[src/rtl/readout_pkg.sv]
`default_nettype none
// ============================================================================
//  Module      : readout_pkg
//  Description : Shared types and constants for the buffer readout block and
//                the 7-segment decoder. The FSM state enum, buffer geometry,
//                the dash glyph and the hex glyph table live here.
//  Revision    : 1.0  initial release
// ============================================================================
package readout_pkg;

  localparam int DEPTH = 16;  // buffer entries
  localparam int AW    = 4;   // buffer address width
  localparam int DW    = 8;   // buffer data width (two hex digits)

  typedef enum logic [1:0] {
    EMPTY = 2'd0,
    FETCH = 2'd1,
    WAIT  = 2'd2,
    SHOW  = 2'd3
  } readout_state_t;

  // Segment order is {g,f,e,d,c,b,a}; a 0 lights the segment.
  localparam logic [6:0] SEG_DASH = 7'b0111111;

  localparam logic [6:0] SEG_HEX [16] = '{
    7'b1000000,  // 0
    7'b1111001,  // 1
    7'b0100100,  // 2
    7'b0110000,  // 3
    7'b0011001,  // 4
    7'b0010010,  // 5
    7'b0000010,  // 6
    7'b1111000,  // 7
    7'b0000000,  // 8
    7'b0010000,  // 9
    7'b0001000,  // A
    7'b0000011,  // b
    7'b1000110,  // C
    7'b0100001,  // d
    7'b0000110,  // E
    7'b0001110   // F
  };

endpackage
`default_nettype wire

[src/rtl/hex_to_7seg.sv]
`default_nettype none
// ============================================================================
//  Module      : hex_to_7seg
//  Description : Combinational hex nibble to active-low 7-segment decoder.
//  Ports       : i_hex  [3:0]  nibble to display
//                o_seg  [6:0]  segments {g,f,e,d,c,b,a}, active-low
//  Revision    : 1.0  initial release
// ============================================================================
module hex_to_7seg
  import readout_pkg::*;
(
  input  logic [3:0] i_hex,
  output logic [6:0] o_seg
);

  assign o_seg = SEG_HEX[i_hex];

endmodule
`default_nettype wire

[src/rtl/buffer_readout.sv]
`default_nettype none
// ============================================================================
//  Module      : buffer_readout
//  Description : Reads the byte-entry buffer back one entry per "next" press
//                and shows index (disp3:disp2) and data (disp1:disp0) in hex.
//  Ports       : clk      system clock
//                reset    asynchronous active-high reset
//                nnext    "next" button, active-low, asynchronous
//                count    valid entries in the buffer (0..DEPTH, clamped)
//                rd_en    one-cycle buffer read strobe
//                rd_addr  buffer read address
//                rd_data  buffer read data, valid the cycle after rd_en
//                disp3..0 active-low 7-segment digits
//  Revision    : 1.0  initial release
// ============================================================================
module buffer_readout
  import readout_pkg::*;
(
  input  logic          clk,
  input  logic          reset,
  input  logic          nnext,
  input  logic [AW:0]   count,
  output logic          rd_en,
  output logic [AW-1:0] rd_addr,
  input  logic [DW-1:0] rd_data,
  output logic [6:0]    disp3,
  output logic [6:0]    disp2,
  output logic [6:0]    disp1,
  output logic [6:0]    disp0
);

  localparam logic [AW:0] C_DEPTH = (AW+1)'(DEPTH);

  // Button synchroniser and falling-edge detector. Reset to 1 (released) so
  // that leaving reset never looks like a press.
  logic r_sync1, r_sync2, r_sync3, r_next_pulse;

  always_ff @(posedge clk or posedge reset) begin
    if (reset) begin
      r_sync1      <= 1'b1;
      r_sync2      <= 1'b1;
      r_sync3      <= 1'b1;
      r_next_pulse <= 1'b0;
    end else begin
      r_sync1      <= nnext;
      r_sync2      <= r_sync1;
      r_sync3      <= r_sync2;
      r_next_pulse <= r_sync3 & ~r_sync2;
    end
  end

  logic [AW:0] w_count_c;
  assign w_count_c = (count > C_DEPTH) ? C_DEPTH : count;

  readout_state_t r_state, w_state_nxt;
  logic [AW-1:0]  r_idx, w_idx_nxt;
  logic [AW-1:0]  r_shown_idx;
  logic [DW-1:0]  r_data;
  logic           r_valid;  // shown_idx/data_reg hold a real entry
  logic           w_rd_en;
  logic [AW:0]    w_idx_ext, w_idx_inc;

  assign w_idx_ext = {1'b0, r_idx};
  assign w_idx_inc = w_idx_ext + (AW+1)'(1);

  always_comb begin
    w_state_nxt = r_state;
    w_idx_nxt   = r_idx;
    w_rd_en     = 1'b0;
    case (r_state)
      EMPTY: begin
        if (w_count_c != '0) begin
          w_state_nxt = FETCH;
          w_idx_nxt   = '0;
        end
      end
      FETCH: begin
        w_rd_en     = 1'b1;
        w_state_nxt = WAIT;
      end
      WAIT: begin
        w_state_nxt = SHOW;
      end
      SHOW: begin
        if (w_count_c == '0) begin
          w_state_nxt = EMPTY;
          w_idx_nxt   = '0;
        end else if (w_idx_ext >= w_count_c) begin
          // Buffer shrank under the shown entry: restart from entry 0.
          w_state_nxt = FETCH;
          w_idx_nxt   = '0;
        end else if (r_next_pulse) begin
          w_state_nxt = FETCH;
          w_idx_nxt   = (w_idx_inc == w_count_c) ? '0 : w_idx_inc[AW-1:0];
        end
      end
      default: begin
        w_state_nxt = EMPTY;
        w_idx_nxt   = '0;
      end
    endcase
  end

  always_ff @(posedge clk or posedge reset) begin
    if (reset) begin
      r_state     <= EMPTY;
      r_idx       <= '0;
      r_shown_idx <= '0;
      r_data      <= '0;
      r_valid     <= 1'b0;
    end else begin
      r_state <= w_state_nxt;
      r_idx   <= w_idx_nxt;
      if (r_state == WAIT) begin
        r_data      <= rd_data;
        r_shown_idx <= r_idx;
        r_valid     <= 1'b1;
      end else if (w_state_nxt == EMPTY) begin
        r_valid <= 1'b0;
      end
    end
  end

  // rd_en is decoded from the state register so an asynchronous reset
  // removes it immediately.
  assign rd_en   = w_rd_en;
  assign rd_addr = r_idx;

  // Display: index zero-extended to two digits, data as two digits.
  logic [7:0] w_idx8;
  logic [3:0] w_nib [4];
  logic [6:0] w_seg [4];

  assign w_idx8   = {{(8-AW){1'b0}}, r_shown_idx};
  assign w_nib[3] = w_idx8[7:4];
  assign w_nib[2] = w_idx8[3:0];
  assign w_nib[1] = r_data[7:4];
  assign w_nib[0] = r_data[3:0];

  for (genvar gi = 0; gi < 4; gi++) begin : g_digit
    hex_to_7seg u_dec (
      .i_hex (w_nib[gi]),
      .o_seg (w_seg[gi])
    );
  end

  assign disp3 = r_valid ? w_seg[3] : SEG_DASH;
  assign disp2 = r_valid ? w_seg[2] : SEG_DASH;
  assign disp1 = r_valid ? w_seg[1] : SEG_DASH;
  assign disp0 = r_valid ? w_seg[0] : SEG_DASH;

endmodule
`default_nettype wire
[config.mk]
export PLATFORM = sky130hd
export DESIGN_NAME = buffer_readout
export DESIGN_NICKNAME = d
export VERILOG_FILES = /design/src/rtl/readout_pkg.sv /design/src/rtl/hex_to_7seg.sv /design/src/rtl/buffer_readout.sv
export SDC_FILE = /design/constraint.sdc
export NUM_CORES = 1
export LEC_CHECK = 0
export ABC_AREA = 1
export BUFFER_PORTS_ARGS = -buffer_cell sky130_fd_sc_hd__buf_2
export CAP_MARGIN = 10
export CORE_UTILIZATION = 55
export CTS_BUF_LIST = sky130_fd_sc_hd__clkbuf_8
export CTS_CLUSTER_DIAMETER = 30
export DETAILED_ROUTE_END_ITERATION = 6
export GPL_TIMING_DRIVEN = 0
export PLACE_DENSITY = 0.89
export SETUP_SLACK_MARGIN = 0.15
export SLEW_MARGIN = 20
export SYNTH_ARGS = -nofsm -noshare
export SYNTH_HDL_FRONTEND = slang
export SYNTH_SLANG_ARGS = --single-unit
[constraint.sdc]
create_clock -name clk -period 1.95 [get_ports clk]
set_input_delay 0.39 -clock clk [delete_from_list [all_inputs] [get_ports clk]]
set_output_delay 0.39 -clock clk [all_outputs]
set_load 0.02 [all_outputs]
**Word level (Yosys, flattened, before mapping)**

Memory sizes are Yosys's and may differ from the RTL's.
Index checks and enable logic that the tools add are counted.

- Memory bits (read-only): 336
- Word-level logic and storage cells: 61
- Bits in writable memories: 0
- Bits in registers: 23
- Output and inout bits: 33
- Memories kept: 3
- Bits in latches: 0

- $add $sub $neg: 1
- Bitwise operators: 5
- Div/mod/pow operators: 0
- Shift-type cells: 0
- Equality and inequality tests: 6
- Magnitude comparators: 5
- Reduce and logical (&&, ||, !) cells: 7
- Multiply operators: 0
- Muxes and demuxes: 25

Memories:

| memory | words | width | rd ports | clocked after memory_dff | write ports | RTL line | text |
|---|---|---|---|---|---|---|---|
| (name not given) | 16 | 7 | 1 | 0 | 0 | hex_to_7seg.sv:16 | `assign o_seg = SEG_HEX[i_hex];` |
| (name not given) | 16 | 7 | 1 | 0 | 0 | hex_to_7seg.sv:16 |  |
| (name not given) | 16 | 7 | 1 | 0 | 0 | hex_to_7seg.sv:16 |  |

Operators with widths:

| operator | count |
|---|---|
| 7-bit 2-to-1 mux | 10 |
| 4-bit 2-to-1 mux | 5 |
| 5-bit greater-or-equal comparator (second input constant) | 3 |
| 4-bit NOT with 5-bit output | 3 |
| 2-bit 2-to-1 mux | 4 |
| 2-bit one-hot mux with 4 select lines | 1 |
| 4-bit one-hot mux with 2 select lines | 1 |
| 4-bit by 1-bit adder with 5-bit output (second input constant) | 1 |
| 5-bit equality test | 1 |
| 4-bit by 5-bit greater-or-equal comparator with 1-bit output | 1 |
| 5-bit > comparator (second input constant) | 1 |
| 5-bit zero test | 1 |
| 5-bit 2-to-1 mux | 1 |
| 5-bit nonzero test | 1 |
| 2-bit equality test (second input constant) | 2 |
| 2-bit zero test | 2 |
| 4-bit inequality test (second input constant) | 1 |
| 2-bit nonzero test | 2 |
| 1-bit 2-to-1 mux | 3 |
| 3-bit AND reduction | 1 |
| 2-bit by 1-bit equality test with 1-bit output (second input constant) | 1 |
| 2-bit inequality test (second input constant) | 1 |
| 1-bit bitwise AND | 1 |
| 1-bit NOT | 1 |

**Depth between registers and ports, before layout**

- Depth in word-level cells: 9
- Gate-level depth with buffers: 14

**Modules after synthesis**

A second synthesis with hierarchy kept.

- Cell total of the unflattened synthesis: 394
- Area, all modules: 2502.4 um^2

By module, submodules not included:

| module | instances | area each (um^2) | cells an instance |
|---|---|---|---|
| buffer_readout | 1 | 1405.1 | 196 |
| hex_to_7seg (g_digit[1].u_dec ...) | 3 | 274.0 | 49 |
| hex_to_7seg (g_digit[0].u_dec) | 1 | 275.3 | 51 |

**Worst setup path before layout**

No wires, ideal clock.

- Path kind: register to output
- Start: reg r_data[0]
- End: out disp0[2]
- Cell stages (with the launch flop): 5
- Required time: 1560 ps
- Path slack: 3 ps
- Arrival time: 1557 ps
- Cell sequence: dfrtp_1 > inv_1 > ha_1 > inv_1 > o311ai_0

- Longest elaborated chain between the ends: 5

Ends and longest elaborated chain:

| item | RTL line | text |
|---|---|---|
| start: declaration | buffer_readout.sv:58 | `logic [DW-1:0] r_data;` |
| start signal: assignment | buffer_readout.sv:115 | `r_data <= rd_data;` |
| 4-bit NOT with 5-bit output (implied by the code) | hex_to_7seg.sv:16 |  |
| memory 16 x 7 bit | -- |  |
| 7-bit 2-to-1 mux (implied by the code) (2 in series) | hex_to_7seg.sv:16 |  |
| 7-bit 2-to-1 mux | buffer_readout.sv:150 | `assign disp0 = r_valid ? w_seg[0] : SEG_DASH;` |
| end: declaration | buffer_readout.sv:29 | `output logic [6:0] disp0` |

Every way passes these cells. The select of a mux whose other input is x is not followed.

**Worst setup path in the final report**

- Start: reg r_shown_idx[1]
- End: out disp2[4]

- Longest elaborated chain between the ends: 5

Ends and longest elaborated chain:

| item | RTL line | text |
|---|---|---|
| start: declaration | buffer_readout.sv:57 | `logic [AW-1:0] r_shown_idx;` |
| start signal: assignment | buffer_readout.sv:116 | `r_shown_idx <= r_idx;` |
| 4-bit NOT with 5-bit output (implied by the code) | hex_to_7seg.sv:16 |  |
| memory 16 x 7 bit | -- |  |
| 7-bit 2-to-1 mux (implied by the code) (2 in series) | hex_to_7seg.sv:16 |  |
| 7-bit 2-to-1 mux | buffer_readout.sv:148 | `assign disp2 = r_valid ? w_seg[2] : SEG_DASH;` |
| end: declaration | buffer_readout.sv:27 | `output logic [6:0] disp2,` |

Every way passes these cells. The select of a mux whose other input is x is not followed.

==> flow_summary.ini <==
[worst_setup_path]
rr_endpoint = rd_addr[3]
r2r_slack_ns = 0.30
rr_startpoint = rd_addr[0]
crit_required_ns = 1.56
path_class = flop to output pin
crit_arrival_ns = 1.78
rr_worst_depth = 12
crit_fanout = 4
end_kind = output pin
critPathLaunchType = flop

[floorplanning]
start_util_pct = 58.29
core_area_mm2 = 0.003390
pin_count = 49
dieHeight_um = 61.94
num_rows = 21
die-area_mm2 = 0.003836
fp.dieW_um = 61.94

[layout]
multiInputGateArea_mm2 = 0.001486
regArea_um2 = 589.3
layout_common_cells = nand2_1 (49), buf_2 (36), buf_4 (35), nor2_1 (23), inv_1 (21)
final_common_cell = nand2_1
diodes = 0
drive_gt1_share_pct = 50.56
stdcell_area_mm2 = 0.003022
n_fill_cell = 129
area_delta_synth_final_pct = 52.94
finalNetCount = 396

[clock_tree]
holdBufCountCts = 0
clk_pin_slew_ns = 0.08
h-tree-depth = 1
clk_latency_ns = 0.27
cts.sinks = 23
cts_buffer_depth = 2
numCtsBuffers = 3
cts_tree = built
root_buffer = clkbuf_8

[yosys]
synth_edf_count = 0
yosys.area.top_type = dfrtp_1
async_flop_share_pct = 100.0
ys_ff_latch = 23
synth.top_cells.by_area = dfrtp_1 (25%), ha_1 (15%), nand2_1 (11%), inv_1 (6.3%), nand3_1 (5.6%)
synth_ff_type = dfrtp_1
synthCells = 276
ys_types = 31
yosys.area.top_type_share_pct = 25.33
avgSynthCellArea_um2 = 7.158
synth_fp_nets = 315
seq_area_frac_synth_pct = 29.32
synth_area_mm2 = 0.001976
ys.warnings.count = 0

[detailed_routing]
antenna_left = 0
drt_pass1_iterations = 5
viasPerCell = 6.254
vias = 2514
drt-wirelength-per-cell_um = 19.79
drt_iter0_drc = 393
drc = 0
routed_wl_mm = 7.955

[grt]
grt_max_degree = 24
met2_usage_pct = 53.00
grtUsageTotal_pct = 30.85
grt_pass1_vias = 1932
antenna_found_initial = 0
overflow = 0
met3_usage_pct = 5.383
gr-max-usage-layer = met2
grt.met1_usage_pct = 37.24
grt_first_pass_wirelength_mm = 8.618

[timing]
slew_viol_final = 0
hold_viol = 0
fmax_mhz = 461.5
period_minus_slack_ns = 2.167
skew_ns = 0.006472
rsz0062_at_grt = yes
fin_ws_ns = -0.2169
hold_slack_ns = 0.2103
timing.final.crit_share_pct = 111.1
max_slew.worst_pin.slew_ns = 0.8436
final-setup-viol-count = 21
relSlewSlack_pct = 43.70

[place]
portBuffers = 48
dp_hpwl_mm = 3.251
place.gp.congestion = 0.8999
placed_area_mm2 = 0.002273

[power]
power.total_mw = 5.802
p_leak_nw = 1.492
ir_worst_vdd_mv = 0.9222
pwr_density_cell_mw_per_mm2 = 1920

[min_path]
min-delay-start = nnext
hold_path_end = r_sync1
holdPathStages = 1
hold_class = input pin to flop

[flow_run]
max_cap_viol_count = 0

[status]
status = finished, violations left
violations = negative setup slack
==> flip-flops by register name, summed over array words and instances, names as in the netlist <==
signal / flops
r_next_pulse: 1
r_sync1: 1
r_valid: 1
r_state: 2
r_sync3: 1
r_shown_idx: 4
rd_addr: 4
r_data: 8
r_sync2: 1
==> synthesized netlist by cell type, types with 3 or more instances <==
cell,n
buf_2,5
buf_4,6
inv_1,33
clkbuf_1,5
o211ai_1,5
nand2_2,5
a21oi_1,20
nand3_2,3
o21ai_0,10
nand4_1,4
nor2_1,28
nand3_1,22
o2111ai_1,5
ha_1,23
dfstp_2,3
dfrtp_1,20
inv_2,3
nand2_1,58
==> critical path: stages, from the launching register on <==
cell and delay [ns]:
dfrtp_2 0.45, inv_2 0.11, ha_4 0.15, inv_4 0.05, nor2_2 0.18, nand2_1 0.21
nand3_1 0.20, buf_6 0.14
==> repair_timing <==
action,4_1_cts,5_1_grt
setup endpoints to repair,26,30
pin swaps,12,24
endpoints found under the hold margin,0,0
gates resized for setup,59,93
buffers inserted,20,8
==> metal layers <==
metal	vias to the layer above	wire [um]
met3	59	798
met1	1172	2998
met4	0	546
li1	1072	-
met5	-	0
met2	211	3611
==> where the power goes <==
part / switching (mW) / internal [mW]
registers: 0.241 / 0.649
logic: 2.69 / 1.92
clock network: 0.158 / 0.141
==> area by class of cell <==
class | count | area share, %
multi-input cells | 200 | 49.19
flip-flops and latches | 23 | 19.50
repair buffers | 76 | 18.55
inverters | 36 | 5.590
plain buffers | 17 | 3.768
well taps | 46 | 1.905
clock buffers | 3 | 1.366
clock inverters | 1 | 0.1242
==> worst max path at each step <==
| stage | to | from | cells after the start |
|---|---|---|---|
| 6_report | disp2[4] | r_shown_idx[1] | 7 |
| 5_1_grt | disp2[4] | r_shown_idx[1] | 7 |
| 4_1_cts | disp2[5] | r_shown_idx[0] | 6 |
| 3_5_place_dp | rd_addr[2] | count[1] | 15 |
| 3_3_place_gp | rd_addr[2] | count[1] | 15 |
| 2_1_floorplan | disp1[6] | r_data[4] | 4 |
==> metrics by stage <==
stage / utilization (%) / std cells / setup WS, ns / setup TNS (ns)
detailed placement: 67.07 / 370 / -0.09416 / -0.3537
CTS: 77.59 / 394 / 0.08568 / 0
finish: 89.15 / 402 / -0.2169 / -1.129
floorplan: - / 276 / 0.2113 / 0
global route: 89.15 / 402 / -0.4022 / -1.659
global placement: 67.07 / 370 / -0.07570 / -0.2382
==> logic make-up (layout without fill, tap and decap cells) <==
logic type                 Yosys count  count (layout)  share of synthesized area, %
buffers and inverters               53             133                         11.91
DFF                                 23              23                         29.32
and+or+nand+nor                    126             126                         28.50
adders and majority gates           23              23                         14.57
AOI/OAI and AO/OA                   51              51                         15.71
No activity file was read; power rests on OpenSTA's default activity.
